[config.mk]
export PLATFORM = sky130hd
export DESIGN_NAME = ball_game_core
export DESIGN_NICKNAME = d
export VERILOG_FILES = /design/src/rtl/ball_game_core.sv
export SDC_FILE = /design/constraint.sdc
export NUM_CORES = 1
export LEC_CHECK = 0
export ABC_AREA = 1
export BUFFER_PORTS_ARGS = -buffer_cell sky130_fd_sc_hd__clkbuf_2
export CAP_MARGIN = 5
export CORE_UTILIZATION = 53
export DETAILED_ROUTE_END_ITERATION = 10
export PLACE_DENSITY = 0.83
export SYNTH_ARGS = -nofsm -noshare
export SYNTH_HDL_FRONTEND = slang
export SYNTH_SLANG_ARGS = --single-unit
[constraint.sdc]
create_clock -name clk -period 8 [get_ports clk]
set_clock_uncertainty 0.2 [all_clocks]
set_input_delay 0.4 -clock clk [delete_from_list [all_inputs] [get_ports clk]]
set_output_delay 0.4 -clock clk [all_outputs]
set_load 0.05 [all_outputs]
[src/rtl/ball_game_core.sv]
`timescale 1ns/1ps
// Frame-rate paddle-and-ball engine: paddle motion, ball physics, BCD score,
// lives and the IDLE/SERVE/PLAY/MISS/OVER game-state machine.
module ball_game_core #(
  parameter int H_ACTIVE     = 640,
  parameter int V_ACTIVE     = 480,
  parameter int COORD_W      = 10,
  parameter int PADDLE_W     = 80,
  parameter int PADDLE_Y     = 460,
  parameter int BALL_SIZE    = 8,
  parameter int LIVES        = 3,
  parameter int SCORE_DIGITS = 2
) (
  input  logic                      clk,
  input  logic                      rst,
  input  logic                      frame_tick,
  input  logic                      btn_left,
  input  logic                      btn_right,
  input  logic                      btn_start,
  input  logic [3:0]                bar_move_speed,
  input  logic [1:0]                ball_speed,
  output logic [COORD_W-1:0]        paddle_x,
  output logic [COORD_W-1:0]        ball_x,
  output logic [COORD_W-1:0]        ball_y,
  output logic [4*SCORE_DIGITS-1:0] score_bcd,
  output logic [3:0]                lives_left,
  output logic [2:0]                state,
  output logic                      hit_pulse,
  output logic                      lose_pulse,
  output logic                      freeze,
  output logic                      game_over
);
  typedef enum logic [2:0] {
    S_IDLE = 3'd0, S_SERVE = 3'd1, S_PLAY = 3'd2, S_MISS = 3'd3, S_OVER = 3'd4
  } state_t;

  localparam int CW = COORD_W + 1;
  localparam int SW = 4 * SCORE_DIGITS;
  localparam logic [CW-1:0] PX_MAX  = CW'(H_ACTIVE - PADDLE_W);
  localparam logic [CW-1:0] PX_RST  = CW'((H_ACTIVE - PADDLE_W) / 2);
  localparam logic [CW-1:0] ATTACH  = CW'(PADDLE_W / 2 - BALL_SIZE / 2);
  localparam logic [CW-1:0] BX_MAX  = CW'(H_ACTIVE - BALL_SIZE);
  localparam logic [CW-1:0] BY_MAX  = CW'(V_ACTIVE - BALL_SIZE);
  localparam logic [CW-1:0] BY_REST = CW'(PADDLE_Y - BALL_SIZE);
  localparam logic [CW-1:0] PAD_Y   = CW'(PADDLE_Y);
  localparam logic [CW-1:0] PAD_W   = CW'(PADDLE_W);
  localparam logic [CW-1:0] BSZ     = CW'(BALL_SIZE);
  localparam logic [3:0]    LIVES_INIT = 4'(LIVES);

  state_t               state_q, state_d;
  logic [COORD_W-1:0]   paddle_q, paddle_d, ball_x_q, ball_x_d, ball_y_q, ball_y_d;
  logic                 dx_pos_q, dx_pos_d, dy_down_q, dy_down_d;
  logic [SW-1:0]        score_q, score_d, score_inc;
  logic [3:0]           lives_q, lives_d;
  logic                 start_req_q, start_req_d, btn_start_q;
  logic                 hit_q, hit_d, lose_q, lose_d;
  logic                 carry, all_nines, hit_cond;
  logic [CW-1:0]        step, v, px_w, bx_w, by_w, paddle_mv;

  // All geometry is done one bit wider than the coordinates so sums never wrap.
  assign step = CW'(bar_move_speed) + CW'(1);
  assign v    = CW'(ball_speed) + CW'(1);
  assign px_w = {1'b0, paddle_q};
  assign bx_w = {1'b0, ball_x_q};
  assign by_w = {1'b0, ball_y_q};

  always_comb begin
    paddle_mv = px_w;
    if (btn_left && !btn_right)
      paddle_mv = (px_w < step) ? '0 : px_w - step;
    else if (btn_right && !btn_left)
      paddle_mv = (px_w + step >= PX_MAX) ? PX_MAX : px_w + step;
  end

  assign hit_cond = dy_down_q && (by_w + BSZ <= PAD_Y) && (by_w + BSZ + v >= PAD_Y) &&
                    (bx_w + BSZ > px_w) && (bx_w < px_w + PAD_W);

  // Ripple BCD increment; an all-nines score saturates instead of rolling over.
  always_comb begin
    score_inc = score_q;
    carry     = 1'b1;
    all_nines = 1'b1;
    for (int i = 0; i < SCORE_DIGITS; i++) begin
      if (score_q[4*i +: 4] != 4'd9) all_nines = 1'b0;
      if (carry) begin
        if (score_q[4*i +: 4] == 4'd9) begin
          score_inc[4*i +: 4] = 4'd0;
        end else begin
          score_inc[4*i +: 4] = score_q[4*i +: 4] + 4'd1;
          carry = 1'b0;
        end
      end
    end
    if (all_nines) score_inc = score_q;
  end

  always_comb begin
    state_d     = state_q;
    paddle_d    = paddle_q;
    ball_x_d    = ball_x_q;
    ball_y_d    = ball_y_q;
    dx_pos_d    = dx_pos_q;
    dy_down_d   = dy_down_q;
    score_d     = score_q;
    lives_d     = lives_q;
    hit_d       = 1'b0;
    lose_d      = 1'b0;
    start_req_d = (start_req_q && !frame_tick) || (btn_start && !btn_start_q);
    if (frame_tick) begin
      case (state_q)
        S_IDLE: if (start_req_q) state_d = S_SERVE;
        S_SERVE: begin
          paddle_d = COORD_W'(paddle_mv);
          ball_x_d = COORD_W'(paddle_mv + ATTACH);
          ball_y_d = COORD_W'(BY_REST);
          if (start_req_q) state_d = S_PLAY;
        end
        S_PLAY: begin
          paddle_d = COORD_W'(paddle_mv);
          if (!dx_pos_q && bx_w <= v) begin
            ball_x_d = '0;
            dx_pos_d = 1'b1;
          end else if (dx_pos_q && bx_w + v >= BX_MAX) begin
            ball_x_d = COORD_W'(BX_MAX);
            dx_pos_d = 1'b0;
          end else begin
            ball_x_d = dx_pos_q ? COORD_W'(bx_w + v) : COORD_W'(bx_w - v);
          end
          if (!dy_down_q && by_w <= v) begin
            ball_y_d  = '0;
            dy_down_d = 1'b1;
          end else if (hit_cond) begin
            ball_y_d  = COORD_W'(BY_REST);
            dy_down_d = 1'b0;
            score_d   = score_inc;
            hit_d     = 1'b1;
          end else if (dy_down_q && by_w + v >= BY_MAX) begin
            ball_y_d = COORD_W'(BY_MAX);
            lives_d  = lives_q - 4'd1;
            lose_d   = 1'b1;
            state_d  = S_MISS;
          end else begin
            ball_y_d = dy_down_q ? COORD_W'(by_w + v) : COORD_W'(by_w - v);
          end
        end
        S_MISS: begin
          if (lives_q == 4'd0) begin
            state_d = S_OVER;
          end else begin
            state_d   = S_SERVE;
            ball_x_d  = COORD_W'(px_w + ATTACH);
            ball_y_d  = COORD_W'(BY_REST);
            dx_pos_d  = 1'b1;
            dy_down_d = 1'b0;
          end
        end
        S_OVER: begin
          if (start_req_q) begin
            state_d   = S_SERVE;
            score_d   = '0;
            lives_d   = LIVES_INIT;
            ball_x_d  = COORD_W'(px_w + ATTACH);
            ball_y_d  = COORD_W'(BY_REST);
            dx_pos_d  = 1'b1;
            dy_down_d = 1'b0;
          end
        end
        default: state_d = S_IDLE;
      endcase
    end
  end

  always_ff @(posedge clk or negedge rst) begin
    if (!rst) begin
      state_q     <= S_IDLE;
      paddle_q    <= COORD_W'(PX_RST);
      ball_x_q    <= COORD_W'(PX_RST + ATTACH);
      ball_y_q    <= COORD_W'(BY_REST);
      dx_pos_q    <= 1'b1;
      dy_down_q   <= 1'b0;
      score_q     <= '0;
      lives_q     <= LIVES_INIT;
      start_req_q <= 1'b0;
      btn_start_q <= 1'b0;
      hit_q       <= 1'b0;
      lose_q      <= 1'b0;
    end else begin
      state_q     <= state_d;
      paddle_q    <= paddle_d;
      ball_x_q    <= ball_x_d;
      ball_y_q    <= ball_y_d;
      dx_pos_q    <= dx_pos_d;
      dy_down_q   <= dy_down_d;
      score_q     <= score_d;
      lives_q     <= lives_d;
      start_req_q <= start_req_d;
      btn_start_q <= btn_start;
      hit_q       <= hit_d;
      lose_q      <= lose_d;
    end
  end

  assign paddle_x   = paddle_q;
  assign ball_x     = ball_x_q;
  assign ball_y     = ball_y_q;
  assign score_bcd  = score_q;
  assign lives_left = lives_q;
  assign state      = state_q;
  assign hit_pulse  = hit_q;
  assign lose_pulse = lose_q;
  assign freeze     = (state_q != S_PLAY);
  assign game_over  = (state_q == S_OVER);
endmodule

== Word-level counts from Yosys, hierarchy flattened ==
Cells that the tools add are included.
Word-level totals
  flip-flop bits (word level): 51
  bits in latches: 0
  RAM bits: 0
  memory bits (read-only): 0
  input port bits: 12
  output and inout bits: 49
  memories kept: 0
Operators by class
  add/subtract/negate cells: 17
  $mul: 0
  divide/modulo/power cells: 0
  magnitude comparators: 10
  equal/unequal tests: 21
  shift operators: 0
  mux-type cells: 59
  bitwise logic cells: 0
  reduce and logical (&&, ||, !) cells: 34
Operator list (number)
  $mux 10: 15
  $pmux 10 s4: 2
  $mux 8: 4
  $mux 4: 7
  $add 10x3->11: 2
  $add 10x4->11 const B: 2
  $ge 11x10->1 const B: 2
  $ge 11x9->1 const B: 2
  $add 10x6->10 const B: 2
  $le 10x3->1: 2
  $mux 1: 20
  $sub 10x3->10: 2
  $mux 3: 6
  $reduce_and 6->1: 3
  $ne 2x2->1 const B: 8
  $pmux 8 s2: 1
  $logic_and 1x1->1: 12
  $pmux 3 s4: 1
  $add 10x5->11: 1
  $add 10x7->11 const B: 1
  $add 11x3->11: 1
  $gt 11x10->1: 1
  $le 11x9->1 const B: 1
  $lt 10x11->1: 1
  other kinds (28): 42

== Depth between registers and ports, before layout ==
  word-level depth: 10
  mapped depth: 25

== Least setup slack after synthesis ==
No wires, ideal clock.
  path kind: reg2reg
  start point: register ball_y_q[0] (netlist: ball_y[0])
  end point: register score_q[5] (netlist: score_bcd[5])
  arrival: 2959 ps
  setup slack: 4765 ps
  cell stages (with the launch flop): 17
  buffers on the path: 0
  clock period less this slack: 3235 ps
  cells stage by stage: dfrtp_1 ha_1 inv_1 fa_1 o21ai_0 inv_1 nor2_1 nand3_1 xor2_1 nand4_1 nor2_1 nand3_2 nand2_1 nand2_2 nor2_2 nand2_1 o21ai_1
Between the ends
  longest elaborated chain between the ends: 8
  elaborated cells on any way between the ends: 13
  those cells by class: add/sub (2); order compare (3); eq/ne (2); reduce/logical (6)
RTL lines
  start: declaration: RTL line 51  | logic [COORD_W-1:0] paddle_q, paddle_d, ball_x_q, ball_x_d, ball_y_q, ball_y_d;
  start signal: assignment: RTL line 178  | ball_y_q <= COORD_W'(BY_REST);
  start signal: assignment: RTL line 191  | ball_y_q <= ball_y_d;
  $add 10x4->11: RTL line 75  | assign hit_cond = dy_down_q && (by_w + BSZ <= PAD_Y) && (by_w + BSZ + v >= PAD_Y) &&
  $add 11x3->11 or $le 11x9->1 (tied branches): RTL line 75
  $ge 11x9->1 or $logic_and 1x1->1 (tied branches): RTL line 75
  $logic_and 1x1->1 (2 in series): RTL line 75
  $logic_and 1x1->1: RTL line 76  | (bx_w + BSZ > px_w) && (bx_w < px_w + PAD_W);
  $ne 2x2->1 (no line)
  $reduce_and 7->1 (no line) (*)
  end signal: assignment: RTL line 194  | score_q <= score_d;
  end: declaration: RTL line 53  | logic [SW-1:0] score_q, score_d, score_inc;
Every way passes the cells marked *; elsewhere a longest branch is shown, timed or not.
A chain may end at the register's enable or synchronous reset.

== Worst setup path after layout ==
  start point: register paddle_q[6] (netlist: paddle_x[6])
  end point: register score_q[5] (netlist: score_bcd[5])
Between the ends
  longest elaborated chain between the ends: 5
  elaborated cells on any way between the ends: 7
  those cells by class: add/sub (1); order compare (2); eq/ne (1); reduce/logical (3)
RTL lines
  start: declaration: RTL line 51
  start signal: assignment: RTL line 176  | paddle_q <= COORD_W'(PX_RST);
  start signal: assignment: RTL line 189  | paddle_q <= paddle_d;
  $add 10x7->11 or $gt 11x10->1 (tied branches): RTL line 76
  $lt 10x11->1 or $logic_and 1x1->1 (tied branches): RTL line 76, 75
  $logic_and 1x1->1 (*): RTL line 76
  $ne 2x2->1 (no line) (*)
  $reduce_and 7->1 (no line) (*)
Marked as above.

==> results_tabular.tex <==
\begin{tabular}{lr}
\hline
Metric & Value \\
\hline
\multicolumn{2}{l}{\textbf{Run status}} \\
\quad Status & completed \\
\multicolumn{2}{l}{\textbf{Clock tree}} \\
\quad Clock tree from TritonCTS & done \\
\quad H-tree depth & 2 \\
\quad Bufs on Longest Clock Path & 2 \\
\quad Clock Latency Late Sink & 0.29 ns \\
\quad Resized cells post-CTS & 0 \\
\quad Sink count of the clock tree & 51 \\
\quad \# Post-CTS Setup Buffers & 0 \\
\quad Clk slew on worst S/H paths & about 0.070 ns \\
\quad Root Buffer Master & sky130\_fd\_sc\_hd\_\_clkbuf\_16 \\
\quad Number of buffers added by the clock tree synthesis step & 5 \\
\quad Cts-stage hold buffer count & 0 \\
\multicolumn{2}{l}{\textbf{Power and ir drop}} \\
\quad Power spent charging and discharging nets & around 1.8 mW \\
\quad Power density cells & 462 nW/µm² \\
\quad Switching part of the total & approximately 59\% \\
\quad Worst-case vdd ir drop & approximately 210 µV \\
\quad Leakage power of the design & 3.33 nW \\
\quad Part of the power in combinational logic & a little over 70\% \\
\quad Seq pwr share & between 10\% and 20\% \\
\quad Clock network power share & 8.3\% \\
\quad Internal power contribution & about 1.2 mW \\
\multicolumn{2}{l}{\textbf{Placed design}} \\
\quad GP Congestion & between 0.9 and 1 \\
\quad Post-DP HPWL & approximately 12 mm \\
\quad Cell area reported after detailed placement & 6370 µm² \\
\quad Buffers on Ports & 60 \\
\multicolumn{2}{l}{\textbf{Floorplan}} \\
\quad Top Ports & 61 \\
\quad Area of the die & between 10,000 and 15,000 µm² \\
\quad Area of the core & 10,900 µm² \\
\quad Placement row count & 38 \\
\quad Initial standard-cell utilization of the core & a little over half \\
\quad Die width & 108 µm \\
\quad DIE HEIGHT & 108 µm \\
\multicolumn{2}{l}{\textbf{Logic synthesis}} \\
\quad Most common cell in the synthesized netlist & sky130\_fd\_sc\_hd\_\_nand2\_1 \\
\quad Top post-synthesis cells by count & 202 x sky130\_fd\_sc\_hd\_\_nand2\_1, 107 x sky130\_fd\_sc\_hd\_\_inv\_1, 62 x sky130\_fd\_sc\_hd\_\_nor2\_1 \\
\quad Number of distinct library cell variants in the gate-level netlist after synthesis & 60 \\
\quad Top flip-flop cell by instance count after synthesis & sky130\_fd\_sc\_hd\_\_dfrtp\_1 \\
\quad Asr flop ratio synth & 100\% \\
\quad Warnings, synthesis & 0 \\
\quad Fraction of post-synthesis cell area in the top cell type by area & 15.1\% \\
\quad Post-synthesis area per instance & just under 7 µm² \\
\quad Area contributors post-synth & sky130\_fd\_sc\_hd\_\_dfrtp\_1 15\%, sky130\_fd\_sc\_hd\_\_nand2\_1 13\%, sky130\_fd\_sc\_hd\_\_ha\_1 12\% \\
\quad Register area share after synthesis & about 22\% \\
\quad Count of state elements after synthesis & 51 \\
\quad Number of nets produced by synthesis & roughly 940 \\
\quad Count of flip-flops with a built-in enable after synthesis & 0 \\
\quad Syn Inst Count & between 800 and 900 \\
\quad Biggest area consumer among synthesized cells & sky130\_fd\_sc\_hd\_\_dfrtp\_1 \\
\quad Cell area after synthesis & $\sim$6000 µm² \\
\multicolumn{2}{l}{\textbf{Route}} \\
\quad Initial detailed-routing violation count & approximately 360 \\
\quad Post-route antenna net violation count & 0 \\
\quad Number of search-and-repair iterations in the first detailed-routing pass & 5 \\
\quad Via count of the routed design & between 5,000 and 6,000 \\
\quad DRC violation count after routing & 0 \\
\quad Number of vias per cell & 5.48 \\
\quad Detailed-route wire length & between 15 and 20 mm \\
\quad Detailed-route wire length per cell & 14.4 µm \\
\multicolumn{2}{l}{\textbf{Run}} \\
\quad Number of maximum-capacitance constraint violations & 0 \\
\multicolumn{2}{l}{\textbf{Global route}} \\
\quad Global-route congestion overflow total & 0 \\
\quad Wire length of the first global-routing pass & 25.1 mm \\
\quad Number of antenna violations at the first check in global routing & 0 \\
\quad Vias in the first global route & around 5,200 \\
\quad All-layer global routing usage & a little over a quarter \\
\quad Maximum number of pins on one net before global-route repair & 52 \\
\multicolumn{2}{l}{\textbf{Timing}} \\
\quad \# setup viols final & 0 \\
\quad Pin slew with the least headroom to its limit & about 1 ns \\
\quad Setup repair after global routing missed its margin & no \\
\quad Slew margin rel. & between 30\% and 40\% \\
\quad Hold violation count in the final report & 0 \\
\quad Final period util & between 40\% and 50\% \\
\quad Highest attainable clock frequency & 280 MHz \\
\quad Final Max Tran Viols & 0 \\
\quad Final sum of negative setup slack & 0 ns \\
\quad Post-layout min period & approximately 3.6 ns \\
\multicolumn{2}{l}{\textbf{Final layout}} \\
\quad Count of antenna diodes in the layout & 0 \\
\quad Number of nets at the end of the flow & 989 \\
\quad Fraction of final layout cells with drive strength greater than 1 & between 10\% and 20\% \\
\quad Layout fillers & $\sim$1,000 \\
\quad Layout-stage area growth over the synthesis result & 9.39\% \\
\quad Design Area, Final & between 6000 and 7000 µm² \\
\multicolumn{2}{l}{\textbf{Setup path}} \\
\quad Endpoint class of the critical path & register \\
\quad Critical path class & reg -> reg \\
\quad Endpoint arrival time on the critical path & 3.60 ns \\
\quad Worst Path Required & approximately 8.0 ns \\
\quad Worst Setup Start Kind & register \\
\quad Largest fanout of any net on the critical path & 11 \\
\multicolumn{2}{l}{\textbf{Worst hold path}} \\
\quad Min-Delay Path Class & in -> async \\
\hline
\end{tabular}
## layout by cell type (no fill, tap or decap), types with 4 or more instances in the layout
cell type,instances
sky130_fd_sc_hd__a21oi_1,39
sky130_fd_sc_hd__clkbuf_16,5
sky130_fd_sc_hd__clkbuf_2,60
sky130_fd_sc_hd__clkinv_1,5
sky130_fd_sc_hd__dfrtp_1,36
sky130_fd_sc_hd__dfstp_2,15
sky130_fd_sc_hd__fa_1,6
sky130_fd_sc_hd__ha_1,56
sky130_fd_sc_hd__inv_1,107
sky130_fd_sc_hd__inv_2,12
sky130_fd_sc_hd__nand2_1,202
sky130_fd_sc_hd__nand2_2,15
sky130_fd_sc_hd__nand2_4,4
sky130_fd_sc_hd__nand3_1,61
sky130_fd_sc_hd__nand3_2,8
sky130_fd_sc_hd__nand4_1,12
sky130_fd_sc_hd__nor2_1,62
sky130_fd_sc_hd__nor2_2,11
sky130_fd_sc_hd__nor3_1,18
sky130_fd_sc_hd__o211ai_1,5
sky130_fd_sc_hd__o21ai_0,49
sky130_fd_sc_hd__o21ai_1,13
sky130_fd_sc_hd__o22ai_1,5
sky130_fd_sc_hd__o31ai_1,4
sky130_fd_sc_hd__or2_2,4
sky130_fd_sc_hd__xnor2_1,5
sky130_fd_sc_hd__xor2_1,45
## flip-flops by register name (all words and copies together), names as in the netlist
register / count
state: 3
btn_start_q: 1
lives_left: 4
ball_x: 10
hit_pulse: 1
paddle_x: 10
dx_pos_q: 1
start_req_q: 1
score_bcd: 8
lose_pulse: 1
dy_down_q: 1
ball_y: 10
## layout make-up
type | instances | area (µm²) | share of cell area, %
Inverter | 125 | 472 | 7.20
Multi-Input combinational cell | 671 | 4130 | 63.0
Clock inverter | 3 | 47.5 | 0.726
Tap cell | 140 | 175 | 2.68
Clock buffer | 5 | 125 | 1.91
Sequential cell | 51 | 1290 | 19.8
Timing Repair Buffer | 61 | 308 | 4.70
## metrics by stage
step                power, mW  worst slack [ns]  util (%)  instances  hold slack [ns]
CTS                      3.00              4.50      59.9       1056           0.0416
detailed placement       2.73              4.26      58.3       1048            0.241
global placement         2.70              4.39      58.3       1048            0.212
finish                   3.02              4.43      59.9       1056          0.00217
floorplan                2.27              4.76         -        865          -0.0956
global route             3.30              4.15      59.9       1056           0.0374
## power by group through the flow
| stage | sequential, mW | combinational (mW) | clock, mW |
|---|---|---|---|
| final | 0.603 | 2.17 | 0.252 |
| after global routing | 0.623 | 2.41 | 0.262 |
| after CTS | 0.600 | 2.15 | 0.251 |
| after detailed placement | 0.604 | 2.13 | 0 |
| after global placement | 0.604 | 2.09 | 0 |
| after floorplan | 0.845 | 1.42 | 0 |
## worst paths after layout
path	from	to	slack (ns)	cells past startpoint
setup / recovery	paddle_x[6]	score_bcd[5]	4.43	14
hold / removal	rst	paddle_x[7]	0.002	2
setup reg to reg	paddle_x[6]	score_bcd[5]	4.43	14
hold reg to reg	btn_start_q	start_req_q	0.25	1
max in group asynchronous	rst	paddle_x[2]	7.11	2
min in group clk	btn_start	btn_start_q	0.04	1
## logic make-up after synthesis
logic type | share of synthesized area (%)
simple gates | 32.6
flops | 21.6
mux | 0.167
compound gates | 15.1
fa+ha+maj | 13.7
xor+xnor | 7.32
buf+inv | 9.45
## critical path, stage by stage, from the launching register on
cell and delay [ns]:
sky130_fd_sc_hd__dfrtp_1 0.58, sky130_fd_sc_hd__clkinv_1 0.34, sky130_fd_sc_hd__o21ai_0 0.24, sky130_fd_sc_hd__nand2_1 0.11, sky130_fd_sc_hd__xor2_1 0.16, sky130_fd_sc_hd__ha_1 0.31
sky130_fd_sc_hd__nand4_1 0.11, sky130_fd_sc_hd__a21oi_1 0.07, sky130_fd_sc_hd__a2111oi_2 0.54, sky130_fd_sc_hd__nand3_2 0.20, sky130_fd_sc_hd__nand2_1 0.15, sky130_fd_sc_hd__nand2_2 0.12
sky130_fd_sc_hd__nor2_2 0.22, sky130_fd_sc_hd__nand2_1 0.07, sky130_fd_sc_hd__o21ai_1 0.07
## metal layers
metal	share of wire [%]	GRT usage (%)	vias to the layer above
met5	0	0	-
met4	0.95	5.60	0
met3	5.3	2.53	10
met2	46	43.0	170
met1	48	38.6	2664
li1	-	-	2941
Power figures use the tool's default switching activity.
